### config.mk
export PLATFORM = sky130hd
export DESIGN_NAME = hs_sync_fifo
export DESIGN_NICKNAME = d
export VERILOG_FILES = /design/src/rtl/hs_fifo_pkg.sv /design/src/rtl/hs_sync_fifo_ptr.sv /design/src/rtl/hs_sync_fifo_register.sv /design/src/rtl/hs_sync_fifo.sv
export SDC_FILE = /design/constraint.sdc
export NUM_CORES = 1
export LEC_CHECK = 0
export BUFFER_PORTS_ARGS = -buffer_cell sky130_fd_sc_hd__buf_4
export CORE_MARGIN = 3
export CORE_UTILIZATION = 35
export CTS_BUF_LIST = sky130_fd_sc_hd__clkbuf_2
export CTS_CLUSTER_SIZE = 8
export DETAILED_ROUTE_END_ITERATION = 8
export HOLD_SLACK_MARGIN = 0.02
export PLACE_DENSITY_LB_ADDON = 0.3
export REMOVE_ABC_BUFFERS = 1
export SYNTH_ARGS = -nofsm -noshare
export SYNTH_HDL_FRONTEND = slang
export SYNTH_SLANG_ARGS = --single-unit
export TNS_END_PERCENT = 10
### constraint.sdc
create_clock -name clk -period 2.5 [get_ports clk]
set_input_delay 0.375 -clock clk [delete_from_list [all_inputs] [get_ports clk]]
set_output_delay 0.375 -clock clk [all_outputs]
set_load 0.01 [all_outputs]
### src/rtl/hs_fifo_pkg.sv
// Shared helpers for the HW/SW synchronisation FIFO.
// Optional level flags are enabled by defining HS_FIFO_LEVEL_FLAGS_EN.
package hs_fifo_pkg;

  // Handshake fire indicator width
  localparam int unsigned FIRE_W = 1;

  // Ceiling log2 for pointer sizing, minimum result of 1
  function automatic int unsigned clog2(input int unsigned value);
    int unsigned res;
    res = 0;
    while ((32'd1 << res) < value) res++;
    if (res == 0) res = 1;
    return res;
  endfunction

endpackage

### src/rtl/hs_sync_fifo_ptr.sv
// Wrapping pointer counter; relies on a power-of-two depth for natural wrap.
module hs_fifo_ptr #(
  parameter int unsigned AW = 2
) (
  input  logic          clk,
  input  logic          rst,
  input  logic          en,
  output logic [AW-1:0] ptr
);

  logic [AW-1:0] ptr_next;

  // Increment; DEPTH-1 wraps to 0 by overflow
  always_comb begin
    ptr_next = AW'(ptr + AW'(1));
  end

  Register #(.W(AW), .HAS_RST(1'b1), .RST_VAL('0)) u_reg (
    .clk (clk),
    .rst (rst),
    .en  (en),
    .d   (ptr_next),
    .q   (ptr)
  );

endmodule

### src/rtl/hs_sync_fifo_register.sv
// Generic enabled register with optional synchronous active-high reset.
module Register #(
  parameter int unsigned W = 1,
  parameter bit HAS_RST = 1'b1,
  parameter logic [W-1:0] RST_VAL = '0
) (
  input  logic         clk,
  input  logic         rst,
  input  logic         en,
  input  logic [W-1:0] d,
  output logic [W-1:0] q
);

  // Load on enable; reset wins when the instance is resettable
  always_ff @(posedge clk) begin
    if (rst && HAS_RST) q <= RST_VAL;
    else if (en)        q <= d;
  end

endmodule

### src/rtl/hs_sync_fifo.sv
// Synchronous FWFT FIFO with valid/ready on both sides.
// Define HS_FIFO_LEVEL_FLAGS_EN to add almost_full/almost_empty outputs.
module hs_sync_fifo
  import hs_fifo_pkg::*;
#(
  parameter int unsigned N     = 8,
  parameter int unsigned DEPTH = 4
`ifdef HS_FIFO_LEVEL_FLAGS_EN
  ,
  parameter int unsigned AF_LEVEL = DEPTH - 1,
  parameter int unsigned AE_LEVEL = 1
`endif
  ,
  localparam int unsigned AW = clog2(DEPTH)
) (
  input  logic         clk,
  input  logic         rst,
  input  logic         wr_valid,
  output logic         wr_ready,
  input  logic [N-1:0] wr_data,
  output logic         rd_valid,
  input  logic         rd_ready,
  output logic [N-1:0] rd_data,
  output logic [AW:0]  count,
  output logic         full,
  output logic         empty
`ifdef HS_FIFO_LEVEL_FLAGS_EN
  ,
  output logic         almost_full,
  output logic         almost_empty
`endif
);

  logic          push;
  logic          pop;
  logic [AW-1:0] wr_ptr;
  logic [AW-1:0] rd_ptr;
  logic [AW:0]   count_next;
  logic [N-1:0]  mem [DEPTH];

  // Status derived from registered count only
  always_comb begin
    full     = (count == (AW+1)'(DEPTH));
    empty    = (count == '0);
    wr_ready = !full && !rst;
    rd_valid = !empty;
    push     = wr_valid && wr_ready;
    pop      = rd_valid && rd_ready && !rst;
  end

  // Occupancy update: +1 push only, -1 pop only, hold otherwise
  always_comb begin
    count_next = count;
    if (push && !pop)      count_next = (AW+1)'(count + (AW+1)'(1));
    else if (pop && !push) count_next = (AW+1)'(count - (AW+1)'(1));
  end

  Register #(.W(AW+1), .HAS_RST(1'b1), .RST_VAL('0)) u_count (
    .clk (clk),
    .rst (rst),
    .en  (1'b1),
    .d   (count_next),
    .q   (count)
  );

  hs_fifo_ptr #(.AW(AW)) u_wr_ptr (
    .clk (clk),
    .rst (rst),
    .en  (push),
    .ptr (wr_ptr)
  );

  hs_fifo_ptr #(.AW(AW)) u_rd_ptr (
    .clk (clk),
    .rst (rst),
    .en  (pop),
    .ptr (rd_ptr)
  );

  // Storage words are not cleared by reset; only the slot under wr_ptr loads
  for (genvar i = 0; i < DEPTH; i++) begin : g_mem
    logic slot_en;
    assign slot_en = push && (wr_ptr == AW'(i));
    Register #(.W(N), .HAS_RST(1'b0), .RST_VAL('0)) u_word (
      .clk (clk),
      .rst (rst),
      .en  (slot_en),
      .d   (wr_data),
      .q   (mem[i])
    );
  end

  // Head-of-queue select, no write bypass
  always_comb begin
    rd_data = mem[rd_ptr];
  end

`ifdef HS_FIFO_LEVEL_FLAGS_EN
  logic af_next;
  logic ae_next;

  // Level flags track the count that will be registered this edge
  always_comb begin
    af_next = (32'(count_next) >= AF_LEVEL);
    ae_next = (32'(count_next) <= AE_LEVEL);
  end

  Register #(.W(1), .HAS_RST(1'b1), .RST_VAL(1'b0)) u_af (
    .clk (clk),
    .rst (rst),
    .en  (1'b1),
    .d   (af_next),
    .q   (almost_full)
  );

  Register #(.W(1), .HAS_RST(1'b1), .RST_VAL(1'b1)) u_ae (
    .clk (clk),
    .rst (rst),
    .en  (1'b1),
    .d   (ae_next),
    .q   (almost_empty)
  );
`else
  // Level flags absent in this build
`endif

endmodule

==> metrics <==
Hold Crit Class=input pin to flop; WHS Path Cells=1; Power Density=923 nW/µm²; TritonRoute pass-1 iters=4; Synth Area in Compound Gates=1.64%; # IOs=27; ratio of final minimum period to clock period=90.6%; Die H=73.8 µm; initial antenna violation count=0; via count=826; pre-CTS setup slack=0.300 ns; Worst VDD drop=0.000434 V; drt drc=0; CP max FO=9; largest net degree at the start of global routing=13; post-synthesis simple-gate area fraction=7.24%; Area Growth Syn to Fin=20.2%; Period minus WS final=2.27 ns; largest family of logic cells by synthesized area=multiplexers; reg-to-reg endpoint=u_count.q[2]; YS warnings=0; Via density=4.80; DR iter-0 viols=39; Clk Latency, worst-skew pair=0.38 ns; Worst Hold Path EP=g_mem[0].u_word.q[0]; die footprint=5440 µm²; Total Routing Usage GR=10.8%; Hold Startpoint=wr_data[0]; Post-CTS Setup Inserts=0; sequential area share after synthesis=68.5%; post-synthesis mux area share=13.4%; max-cap viol count=0; Synth area leaders=edfxtp_1, mux4_2, dfxtp_1; endpoints failing hold=0; clock sinks=39; Clock transition at path regs=0.20 ns; post-synthesis xor/xnor area fraction=2.18%; share of the synthesized area in the top cell type=59.8%; CTS Buffer Depth=2; r2r setup slk=0.27 ns; CP Capture Type=output port; Setup WS post-layout=0.235 ns; Pins Over Slew Limit=0; Core Area=4380 µm²; DR top layer=met4; metal3 WL=143 µm; dpl cells=164; H-tree levels=2; CTS tree=built; CTS Root Cell=clkbuf_2; num rows=24; port buffer count=26; total CTS buffers=5; R2R depth=8; Initial Utilization=36.6%; CP required=2.12 ns; first-pass GRT wire length=4220 µm; GPL Wtd Cong=0.681; #FFs+latches synth=39; ANT nets after route=0; outcome=completed; CP Data Arrival Time=1.89 ns; RSZ-0062 raised after global routing=false; Non-Filler Instances=172; Total Wirelength=2580 µm; routed length per instance=15.0 µm; commonest non-fill, non-tap cell in the layout=edfxtp_1; Inserted Diodes=0; post_cts resized=0; final setup violation count=0; detailed placement HPWL=1790 µm; Die Width=73.8 µm; vias in the first global route=894; Synth Area in Adders=5.14%; final clock skew=0.0267 ns; Startpoint Class=flop; Post-Syn Area per Cell=18.5 µm²; fin util=44.0%; Mapped Cells=87; share of cells above drive strength 1=43.3%; Setup TNS=0 ns; Synth Cell Area=1610 µm²; total power=1780 µW; largest area contributor in the netlist=edfxtp_1; critical path class=flop to output port; total grt overflow=0; Synth cell types=22; Slew HR=59.6%; reg2reg start=u_count.q[0]; fmax=441 MHz; M1 WL=1030 µm; Hold Buf Count CTS=0; Final #Nets=137; Pleak=0.000711 µW; met2 wire len=1370 µm; Worst-Margin Slew=0.605 ns; most frequent cells in the layout=edfxtp_1, buf_4, mux4_2
## Yosys cell counts
cell type / instances
ha_1: 5
o311ai_0: 1
o21ai_0: 1
mux2_4: 1
nor3b_4: 2
xor2_1: 4
inv_1: 4
mux2i_1: 2
and2_2: 4
or3_1: 1
or2_2: 1
or3_2: 1
dfxtp_1: 7
nor2_1: 6
buf_4: 1
a21oi_1: 1
clkbuf_1: 2
fa_1: 1
mux4_2: 8
edfxtp_1: 32
o31ai_1: 1
nand2b_1: 1
## stage by stage
stage,cell area (µm²),hold slack [ns]
2_1_floorplan,1590,0.444
3_3_place_gp,1870,0.490
3_5_place_dp,1870,0.504
4_1_cts,1930,0.144
5_1_grt,1930,0.128
6_report,1930,0.175
## layer usage
| layer | GRT usage (%) | vias to the layer above |
|---|---|---|
| li1 | - | 392 |
| met1 | 12.7 | 409 |
| met2 | 17.5 | 19 |
| met3 | 4.24 | 6 |
| met4 | 4.83 | 0 |
| met5 | 0 | - |
## registers in the layout, summed over array words and instances (netlist names)
name / flops
g_mem.u_word.q: 32
u_count.q: 3
u_rd_ptr.u_reg.q: 2
u_wr_ptr.u_reg.q: 2
## how the worst max path moves through the flow
stage | start | endpoint | slack (ns) | cells past startpoint
detailed placement | u_count.q[0] | u_count.q[2] | 0.30 | 8
finish | u_rd_ptr.u_reg.q[0] | rd_data[3] | 0.23 | 2
global placement | u_count.q[0] | u_count.q[2] | 0.37 | 8
CTS | u_rd_ptr.u_reg.q[0] | rd_data[3] | 0.15 | 2
floorplan | u_count.q[0] | u_count.q[2] | 0.29 | 8
global route | u_rd_ptr.u_reg.q[0] | rd_data[3] | 0.06 | 2
## cells by family after synthesis
logic type / Yosys count
compound gates: 4
simple gates: 16
buf+inv: 7
flops: 39
mux: 11
fa+ha+maj: 6
xor+xnor: 4
## critical path, stage by stage, from the launching register on
cell,delay [ns]
dfxtp_1,0.75
mux4_2,0.59
buf_4,0.16
## layout make-up
cell class	instances	area (µm²)
Fill cell	385	2450
Sequential cell	39	1100
Multi-Input combinational cell	41	475
Timing Repair Buffer	28	210
Tap cell	52	65.1
Clock inverter	3	38.8
Clock buffer	5	25.0
Inverter	4	15.0
## power breakdown
group          internal, µW  total, µW  switching [µW]
sequential              775        876             101
combinational           322        547             224
clock                   165        360             195
total                  1260       1780             521
No activity file was read; power rests on OpenSTA's default activity.
